### config.mk
export PLATFORM = sky130hd
export DESIGN_NAME = wasm_cmp_unit_flat
export DESIGN_NICKNAME = d
export VERILOG_FILES = /design/src/rtl/wasm_pkg.sv /design/src/rtl/wasm_cmp_unit_if.sv /design/src/rtl/wasm_cmp_core.sv /design/src/rtl/wasm_cmp_unit.sv /design/src/flat_wrapper.sv
export SDC_FILE = /design/constraint.sdc
export NUM_CORES = 1
export LEC_CHECK = 0
export ABC_AREA = 1
export CAP_MARGIN = 10
export CORE_UTILIZATION = 35
export DETAILED_ROUTE_END_ITERATION = 8
export DONT_BUFFER_PORTS = 1
export REMOVE_ABC_BUFFERS = 1
export SLEW_MARGIN = 20
export SYNTH_ARGS = -nofsm -noshare
export SYNTH_HDL_FRONTEND = slang
export SYNTH_SLANG_ARGS = --single-unit
### constraint.sdc
create_clock -name clk -period 5.67 [get_ports clk]
set_input_delay 0.8505 -clock clk [delete_from_list [all_inputs] [get_ports clk]]
set_output_delay 0.8505 -clock clk [all_outputs]
set_load 0.02 [all_outputs]
### src/rtl/wasm_pkg.sv
// ---------------------------------------------------------------------------
// wasm_pkg
//
// Purpose:
//   Shared definitions for the WebAssembly relational execution unit:
//   compare opcode encodings, trap codes, the control FSM state type and a
//   small helper that tells legal opcodes apart from reserved ones.
//
// Contents:
//   OP_*          4-bit compare opcodes (codes 11..15 are reserved/invalid)
//   TRAP_*        trap codes reported on the sticky trap output (0 = none)
//   cmp_state_e   control FSM states of wasm_cmp_unit
//   is_valid_op   1 when an opcode is one of the defined compares
// ---------------------------------------------------------------------------
package wasm_pkg;

  // Compare opcodes. Operand order is "a op b", where a is the deeper
  // (first-pushed) stack entry and b is the top of stack.
  localparam logic [3:0] OP_EQZ  = 4'd0;
  localparam logic [3:0] OP_EQ   = 4'd1;
  localparam logic [3:0] OP_NE   = 4'd2;
  localparam logic [3:0] OP_LT_S = 4'd3;
  localparam logic [3:0] OP_LT_U = 4'd4;
  localparam logic [3:0] OP_GT_S = 4'd5;
  localparam logic [3:0] OP_GT_U = 4'd6;
  localparam logic [3:0] OP_LE_S = 4'd7;
  localparam logic [3:0] OP_LE_U = 4'd8;
  localparam logic [3:0] OP_GE_S = 4'd9;
  localparam logic [3:0] OP_GE_U = 4'd10;

  // Trap codes. Traps are fatal: once raised they stay until reset.
  localparam int unsigned TRAP_NONE            = 0;
  localparam int unsigned TRAP_STACK_UNDERFLOW = 1;
  localparam int unsigned TRAP_STACK_OVERFLOW  = 2;
  localparam int unsigned TRAP_INVALID_OP      = 3;

  // Control FSM states. ST_EXEC is skipped by the fast build, which folds
  // the evaluation into the last pop cycle.
  typedef enum logic [2:0] {
    ST_IDLE  = 3'd0,
    ST_POP_B = 3'd1,
    ST_POP_A = 3'd2,
    ST_EXEC  = 3'd3,
    ST_PUSH  = 3'd4,
    ST_TRAP  = 3'd5
  } cmp_state_e;

  // Defined opcodes form the contiguous range OP_EQZ..OP_GE_U.
  function automatic logic is_valid_op(input logic [3:0] op);
    return (op <= OP_GE_U);
  endfunction

endpackage

### src/rtl/wasm_cmp_unit_if.sv
// ---------------------------------------------------------------------------
// wasm_cmp_unit_if
//
// Purpose:
//   Bundles the command handshake and the operand stack bus of the
//   relational execution unit.
//
// Parameters:
//   WIDTH   operand stack data width (32 or 64)
//   TRAP_W  width of the trap code
//
// Signals:
//   start, op, is64                 command from the core sequencer
//   busy, done, trap                status back to the sequencer
//   stack_top, stack_empty,
//   stack_full                      operand stack view (from the stack)
//   stack_pop, stack_push,
//   stack_push_data                 operand stack requests (to the stack)
//
// Modports:
//   master  sequencer/stack side (drives command and stack view)
//   slave   execution unit side
// ---------------------------------------------------------------------------
interface wasm_cmp_unit_if #(
  parameter int WIDTH  = 64,
  parameter int TRAP_W = 4
);

  logic              start;
  logic [3:0]        op;
  logic              is64;
  logic              busy;
  logic              done;
  logic [TRAP_W-1:0] trap;
  logic [WIDTH-1:0]  stack_top;
  logic              stack_empty;
  logic              stack_full;
  logic              stack_pop;
  logic              stack_push;
  logic [WIDTH-1:0]  stack_push_data;

  modport master (
    output start, op, is64, stack_top, stack_empty, stack_full,
    input  busy, done, trap, stack_pop, stack_push, stack_push_data
  );

  modport slave (
    input  start, op, is64, stack_top, stack_empty, stack_full,
    output busy, done, trap, stack_pop, stack_push, stack_push_data
  );

endinterface

### src/rtl/wasm_cmp_core.sv
// ---------------------------------------------------------------------------
// wasm_cmp_core
//
// Purpose:
//   Purely combinational relational evaluator shared by the normal and the
//   fast build of wasm_cmp_unit. Computes "a op b" (or "b == 0" for EQZ)
//   at 32- or 64-bit width and returns a single result bit.
//
// Parameters:
//   WIDTH   operand width (32 or 64)
//
// Ports:
//   a       in  WIDTH  deeper operand
//   b       in  WIDTH  top-of-stack operand
//   op      in  4      compare opcode (wasm_pkg::OP_*)
//   is64    in  1      1 = full 64-bit compare, 0 = compare bits [31:0]
//   result  out 1      comparison outcome; 0 for reserved opcodes
// ---------------------------------------------------------------------------
module wasm_cmp_core
  import wasm_pkg::*;
#(
  parameter int WIDTH = 64
) (
  input  logic [WIDTH-1:0] a,
  input  logic [WIDTH-1:0] b,
  input  logic [3:0]       op,
  input  logic             is64,
  output logic             result
);

  logic [63:0] a_ext;
  logic [63:0] b_ext;
  logic [63:0] a_m;
  logic [63:0] b_m;
  logic [63:0] sign_flip;
  logic [63:0] a_key;
  logic [63:0] b_key;
  logic        eq;
  logic        lt_u;
  logic        lt_s;

  // Operands are widened to 64 bits and, for i32, the upper half is cleared
  // so the garbage above bit 31 never influences the outcome. A signed
  // compare is done as an unsigned compare after inverting the sign bit of
  // the active width, which keeps a single magnitude comparator per flavour.
  always_comb begin
    a_ext = 64'(a);
    b_ext = 64'(b);
    if (is64) begin
      a_m       = a_ext;
      b_m       = b_ext;
      sign_flip = 64'h8000_0000_0000_0000;
    end else begin
      a_m       = {32'h0, a_ext[31:0]};
      b_m       = {32'h0, b_ext[31:0]};
      sign_flip = 64'h0000_0000_8000_0000;
    end
    a_key = a_m ^ sign_flip;
    b_key = b_m ^ sign_flip;
    eq    = (a_m == b_m);
    lt_u  = (a_m < b_m);
    lt_s  = (a_key < b_key);
  end

  // Every relation is derived from eq / lt so that the greater-than and
  // inclusive forms cannot drift from the strict less-than paths.
  always_comb begin
    result = 1'b0;
    case (op)
      OP_EQZ:  result = (b_m == 64'h0);
      OP_EQ:   result = eq;
      OP_NE:   result = !eq;
      OP_LT_S: result = lt_s;
      OP_LT_U: result = lt_u;
      OP_GT_S: result = !lt_s && !eq;
      OP_GT_U: result = !lt_u && !eq;
      OP_LE_S: result = lt_s || eq;
      OP_LE_U: result = lt_u || eq;
      OP_GE_S: result = !lt_s;
      OP_GE_U: result = !lt_u;
      default: result = 1'b0;
    endcase
  end

endmodule

### src/rtl/wasm_cmp_unit.sv
// ---------------------------------------------------------------------------
// wasm_cmp_unit
//
// Purpose:
//   Multi-cycle relational execution unit of the WebAssembly core. Pops one
//   (EQZ) or two operands from the operand stack, evaluates an i32/i64
//   eqz/eq/ne/lt/gt/le/ge compare (signed or unsigned) and pushes the i32
//   result 0/1 back onto the stack. Stack underflow, stack overflow and
//   reserved opcodes raise a sticky trap that only reset clears.
//
// Parameters:
//   WIDTH   operand stack data width (32 or 64)
//   TRAP_W  width of the trap code output
//
// Ports:
//   clk     in  1  system clock
//   reset   in  1  asynchronous, active-low reset
//   bus     wasm_cmp_unit_if.slave:
//             start/op/is64 in     command, sampled only in IDLE
//             busy out             high outside IDLE and TRAP
//             done out             one-cycle pulse with the result push
//             trap out             sticky trap code, 0 = none
//             stack_top/empty/full in   operand stack view
//             stack_pop/push out        stack requests for this edge
//             stack_push_data out       zero-extended result bit
//
// Build option:
//   WASM_CMP_FAST_EN  when defined, the EXEC cycle is dropped: the result is
//                     evaluated from stack_top during the last pop and
//                     registered there (binary push in cycle 3, EQZ in 2).
//                     Undefined: binary push in cycle 4, EQZ in cycle 3.
// ---------------------------------------------------------------------------
module wasm_cmp_unit
  import wasm_pkg::*;
#(
  parameter int WIDTH  = 64,
  parameter int TRAP_W = 4
) (
  input  logic           clk,
  input  logic           reset,
  wasm_cmp_unit_if.slave bus
);

`ifdef WASM_CMP_FAST_EN
  localparam bit FAST_EN = 1'b1;
`else
  localparam bit FAST_EN = 1'b0;
`endif

  cmp_state_e        state_q;
  cmp_state_e        state_d;
  logic [TRAP_W-1:0] trap_q;
  logic [TRAP_W-1:0] trap_d;
  logic [3:0]        op_q;
  logic              is64_q;
  logic [WIDTH-1:0]  a_q;
  logic [WIDTH-1:0]  b_q;
  logic              result_q;

  logic              pop;
  logic              push;
  logic              capture_result;
  logic [WIDTH-1:0]  core_a;
  logic [WIDTH-1:0]  core_b;
  logic              core_result;

  // In the fast build the operand still sitting on the stack is fed straight
  // into the evaluator during its pop cycle, so the result can be registered
  // on the same edge that consumes it. In the normal build the evaluator only
  // ever sees the latched operands.
  always_comb begin
    core_a = a_q;
    core_b = b_q;
    if (FAST_EN && (state_q == ST_POP_A)) begin
      core_a = bus.stack_top;
    end
    if (FAST_EN && (state_q == ST_POP_B)) begin
      core_b = bus.stack_top;
    end
  end

  wasm_cmp_core #(
    .WIDTH (WIDTH)
  ) u_core (
    .a      (core_a),
    .b      (core_b),
    .op     (op_q),
    .is64   (is64_q),
    .result (core_result)
  );

  // The result register loads in EXEC (normal build) or on the final
  // successful pop (fast build): POP_B for EQZ, POP_A for binary ops.
  always_comb begin
    if (FAST_EN) begin
      capture_result = pop && ((state_q == ST_POP_A) || (op_q == OP_EQZ));
    end else begin
      capture_result = (state_q == ST_EXEC);
    end
  end

  // Next-state and stack request logic. Empty is only looked at while
  // popping and full only while pushing, so an inconsistent empty+full
  // stack view resolves by the state we are in.
  always_comb begin
    state_d = state_q;
    trap_d  = trap_q;
    pop     = 1'b0;
    push    = 1'b0;
    case (state_q)
      ST_IDLE: begin
        if (bus.start) begin
          if (!is_valid_op(bus.op)) begin
            state_d = ST_TRAP;
            trap_d  = TRAP_W'(TRAP_INVALID_OP);
          end else begin
            state_d = ST_POP_B;
          end
        end
      end
      ST_POP_B: begin
        if (bus.stack_empty) begin
          state_d = ST_TRAP;
          trap_d  = TRAP_W'(TRAP_STACK_UNDERFLOW);
        end else begin
          pop = 1'b1;
          if (op_q == OP_EQZ) begin
            state_d = FAST_EN ? ST_PUSH : ST_EXEC;
          end else begin
            state_d = ST_POP_A;
          end
        end
      end
      ST_POP_A: begin
        // b has already been consumed here; a trap is fatal anyway.
        if (bus.stack_empty) begin
          state_d = ST_TRAP;
          trap_d  = TRAP_W'(TRAP_STACK_UNDERFLOW);
        end else begin
          pop     = 1'b1;
          state_d = FAST_EN ? ST_PUSH : ST_EXEC;
        end
      end
      ST_EXEC: begin
        state_d = ST_PUSH;
      end
      ST_PUSH: begin
        if (bus.stack_full) begin
          state_d = ST_TRAP;
          trap_d  = TRAP_W'(TRAP_STACK_OVERFLOW);
        end else begin
          push    = 1'b1;
          state_d = ST_IDLE;
        end
      end
      ST_TRAP: begin
        state_d = ST_TRAP;
      end
      default: begin
        state_d = ST_IDLE;
      end
    endcase
  end

  // State, trap and datapath registers. Reset abandons any operation in
  // flight; since push is decoded from the state, no push can follow.
  always_ff @(posedge clk or negedge reset) begin
    if (!reset) begin
      state_q  <= ST_IDLE;
      trap_q   <= TRAP_W'(TRAP_NONE);
      op_q     <= 4'h0;
      is64_q   <= 1'b0;
      a_q      <= '0;
      b_q      <= '0;
      result_q <= 1'b0;
    end else begin
      state_q <= state_d;
      trap_q  <= trap_d;
      if ((state_q == ST_IDLE) && bus.start) begin
        op_q   <= bus.op;
        is64_q <= (WIDTH == 64) ? bus.is64 : 1'b0;
      end
      if ((state_q == ST_POP_B) && pop) begin
        b_q <= bus.stack_top;
      end
      if ((state_q == ST_POP_A) && pop) begin
        a_q <= bus.stack_top;
      end
      if (capture_result) begin
        result_q <= core_result;
      end
    end
  end

  assign bus.busy            = (state_q != ST_IDLE) && (state_q != ST_TRAP);
  assign bus.done            = push;
  assign bus.stack_pop       = pop;
  assign bus.stack_push      = push;
  assign bus.trap            = trap_q;
  assign bus.stack_push_data = {{(WIDTH-1){1'b0}}, result_q};

endmodule

### src/flat_wrapper.sv
// flat-port wrapper written by rule: the top's interface ports become plain ports
module wasm_cmp_unit_flat import wasm_pkg::*;
#(
  parameter int WIDTH  = 64,
  parameter int TRAP_W = 4
)
  (clk, reset, bus_start, bus_op, bus_is64, bus_stack_top, bus_stack_empty, bus_stack_full, bus_busy, bus_done, bus_trap, bus_stack_pop, bus_stack_push, bus_stack_push_data);
  wasm_cmp_unit_if #(.WIDTH(WIDTH), .TRAP_W(TRAP_W)) bus_i ();
  input  logic clk;
  input  logic reset;
  input wire logic [$bits(bus_i.start)-1:0] bus_start;
  input wire logic [$bits(bus_i.op)-1:0] bus_op;
  input wire logic [$bits(bus_i.is64)-1:0] bus_is64;
  input wire logic [$bits(bus_i.stack_top)-1:0] bus_stack_top;
  input wire logic [$bits(bus_i.stack_empty)-1:0] bus_stack_empty;
  input wire logic [$bits(bus_i.stack_full)-1:0] bus_stack_full;
  output wire logic [$bits(bus_i.busy)-1:0] bus_busy;
  output wire logic [$bits(bus_i.done)-1:0] bus_done;
  output wire logic [$bits(bus_i.trap)-1:0] bus_trap;
  output wire logic [$bits(bus_i.stack_pop)-1:0] bus_stack_pop;
  output wire logic [$bits(bus_i.stack_push)-1:0] bus_stack_push;
  output wire logic [$bits(bus_i.stack_push_data)-1:0] bus_stack_push_data;
  assign bus_i.start = bus_start;
  assign bus_i.op = bus_op;
  assign bus_i.is64 = bus_is64;
  assign bus_i.stack_top = bus_stack_top;
  assign bus_i.stack_empty = bus_stack_empty;
  assign bus_i.stack_full = bus_stack_full;
  assign bus_busy = bus_i.busy;
  assign bus_done = bus_i.done;
  assign bus_trap = bus_i.trap;
  assign bus_stack_pop = bus_i.stack_pop;
  assign bus_stack_push = bus_i.stack_push;
  assign bus_stack_push_data = bus_i.stack_push_data;
  wasm_cmp_unit #(.WIDTH(WIDTH), .TRAP_W(TRAP_W)) u_core (.clk(clk), .reset(reset), .bus(bus_i));
endmodule
==> impl_metrics.tcl <==
set metrics [dict create \
    drt_iter0_drc 313 \
    io_pins 146 \
    synth_edf_count 0 \
    grt_pass1_vias 6014 \
    yosysMostFrequentCell "nand2_1" \
    initial_core_util_pct 36.1 \
    fin_total_pwr_w 0.00526 \
    synth.distinct_cells 39 \
    max_freq_mhz 345 \
    fin_crit_ns 2.90 \
    r2r_slack_ns 2.77 \
    ctsHoldBuffers 0 \
    cts_buffers 17 \
    slowest_stage "dfrtp_4" \
    fp.dieW_um 156 \
    crit_fanout 67 \
    tightestPinTransition_ns 0.885 \
    critPathMaxStageDelay_ns 0.84 \
    yosys.area.top_type_share_pct 42.1 \
    cts_resized 0 \
    slew_violations 0 \
    grt_pass1_wl_mm 28.8 \
    p_leak_nw 4.85 \
    cts_buffer_depth 2 \
    cts_tree "yes" \
    setup_viol 0 \
    syn_area_mm2 0.00826 \
    nFillCells 2417 \
    powerDensity_mw_per_mm2 591 \
    num_rows 55 \
    r2r_start "u_core.is64_q" \
    ys_ff_latch 139 \
    die_area_mm2 0.0242 \
    async_reset_ff_share_pct 100 \
    grt_max_degree 140 \
    coreArea_mm2 0.0229 \
    crit_path_start_kind "flip-flop" \
    timing.critical_path.mode_cell "nand2_1" \
    htreeDepth 4 \
    yosys-top-cells-area "dfrtp_1 42%, nand2_1 13%, ha_1 9.8%" \
    dp.cells 1346 \
    fin_crit_sh_pct 51.1 \
    hold_path_class "in2async" \
    avgViaCountPerCell 4.51 \
    worst-endpoint-arrival_ns 3.22 \
    cap_violations 0 \
    avgSynthCellArea_um2 7.74 \
    hold_viol 0 \
    die_y_um 156 \
    yosys.area.top_type "dfrtp_1" \
    clkLatencyLatePin_ns 0.43 \
    rsz0062_at_grt "no" \
    syn_inst 1068 \
    status "finished clean" \
    gr-usage-all-layers_pct 15.0 \
    slew_headroom_pct 41.0 \
    ys_seq_area_share_pct 42.1 \
    drive_above_1_share_pct 5.63 \
    crit_start "u_core.is64_q" \
    synth_ff_type "dfrtp_1" \
    r2r-end "u_core.result_q" \
    grt-ovfl-total 0 \
    cp.required_ns 5.99 \
    dpl.hpwl_mm 12.0 \
    via_count 6217 \
    crit_path_end "u_core.result_q" \
    finClkSkew_ns 0.0146 \
    clk_pin_slew_ns 0.06 \
    nets 1191 \
    cts.sinks 139 \
    root_buffer "clkbuf_16" \
    fin_cells 1378 \
    n_antenna_cell 0 \
    area.growth.synth_to_final_pct 7.80 \
    whs_ns 0.122 \
    wl_per_cell_um 12.3 \
    fin_setup_tns_ns 0 \
    ir_drop_uv 254 \
    r2r_cells 15 \
    drcViolationCount 0 \
    postCtsSetupBuffers 0 \
    portBuffers 0 \
    path_class "reg2reg" \
    synth.yosys.warnings 0 \
    end_kind "flip-flop" \
    wirelength_mm 17.0 \
    ant_nets 0 \
    cp_cell_sequence "inv_1 -> or2_2 -> ha_1 -> a21oi_1 -> nand2_1 -> a21oi_1 -> nand2_1 -> a21oi_1 -> nand2_1 -> nand2_1 -> nand2_1 -> nand2_1 -> nand2_2 -> o21bai_2 -> nand2_1" \
    yosys-top-cells-count "297 x nand2_1, 161 x inv_1, 139 x dfrtp_1, 136 x o21ai_0, 69 x buf_4" \
    place_congestion 0.836 \
    first_pass_iters 5 \
    grt_antenna_before_repair 0 \
]
-- cell usage in the layout (no fill, tap or decap), types with 5 or more instances in the layout --
cell type / netlist / final
nand2_1: 297 / 297
inv_1: 161 / 161
dfrtp_1: 139 / 138
o21ai_0: 136 / 136
ha_1: 65 / 65
conb_1: 1 / 65
nor2_1: 47 / 47
a21oi_1: 37 / 37
clkbuf_16: 0 / 17
nand3_1: 18 / 16
nand4_1: 13 / 13
o21ai_1: 5 / 5
nand2_2: 5 / 5
nor4_1: 5 / 5
-- state kept, by name, summed over array words and instances (netlist names) --
signal,cells
u_core.is64_q,1
u_core.b_q,64
u_core.op_q,4
u_core.a_q,64
u_core.result_q,1
u_core.bus.trap,2
u_core.state_q,3
-- cell families (layout without fill, tap and decap cells) --
kind of cell	Yosys count	after routing	share of synthesized area, %
other cells	1	65	0.0454
fa+ha+maj	65	65	9.84
buf+inv	267	200	15.4
flops	139	139	42.1
compound gates	192	192	12.1
simple gates	403	403	20.3
mux	1	1	0.136
-- power breakdown --
group          leakage [nW]  switching (W)  total (W)  internal, W
Combinational          2.81        0.00138    0.00225     0.000871
Clock                 0.294       0.000459    0.00118     0.000720
Sequential             1.75       0.000368    0.00183      0.00146
-- per-layer routing --
| layer | wire length [µm] | track usage, % |
|---|---|---|
| met1 | 8160 | 19.2 |
| met2 | 7850 | 24.9 |
| met3 | 719 | 3.56 |
| met4 | 224 | 4.53 |
| met5 | 0 | 0 |
-- layout make-up --
class                      instances  area (µm²)  share of cell area [%]
inverter                         165         619                    6.95
clock inverter                    12         161                    1.81
clock buffer                      20         457                    5.13
multi-input combinational        726        3770                    42.4
sequential                       139        3480                    39.1
timing repair buffer               3        22.5                   0.253
tap                              313         392                    4.40
-- stage by stage --
stage	utilization [%]	area [µm²]	setup slack, ns
2_1_floorplan	-	7850	2.13
3_3_place_gp	36.2	8290	2.58
3_5_place_dp	36.2	8290	2.45
4_1_cts	38.9	8900	2.44
5_1_grt	38.9	8910	2.43
6_report	38.9	8910	2.77
-- worst min path at each step --
stage	startpoint	endpoint	depth (start not counted)
floorplan	u_core.a_q[0]	u_core.a_q[0]	2
global placement	u_core.b_q[29]	u_core.b_q[29]	2
detailed placement	u_core.b_q[30]	u_core.b_q[30]	2
CTS	reset	u_core.a_q[29]	0
global route	reset	u_core.a_q[25]	0
finish	reset	u_core.a_q[25]	0
-- worst max-delay path: cells and delay by family, from the launching register on --
family	cells	cell delay, ns
DFF	1	0.84
and+or+nand+nor	9	0.84
buffers and inverters	1	0.19
AOI/OAI and AO/OA	4	0.60
adders and majority gates	1	0.31
Power figures use the tool's default switching activity.
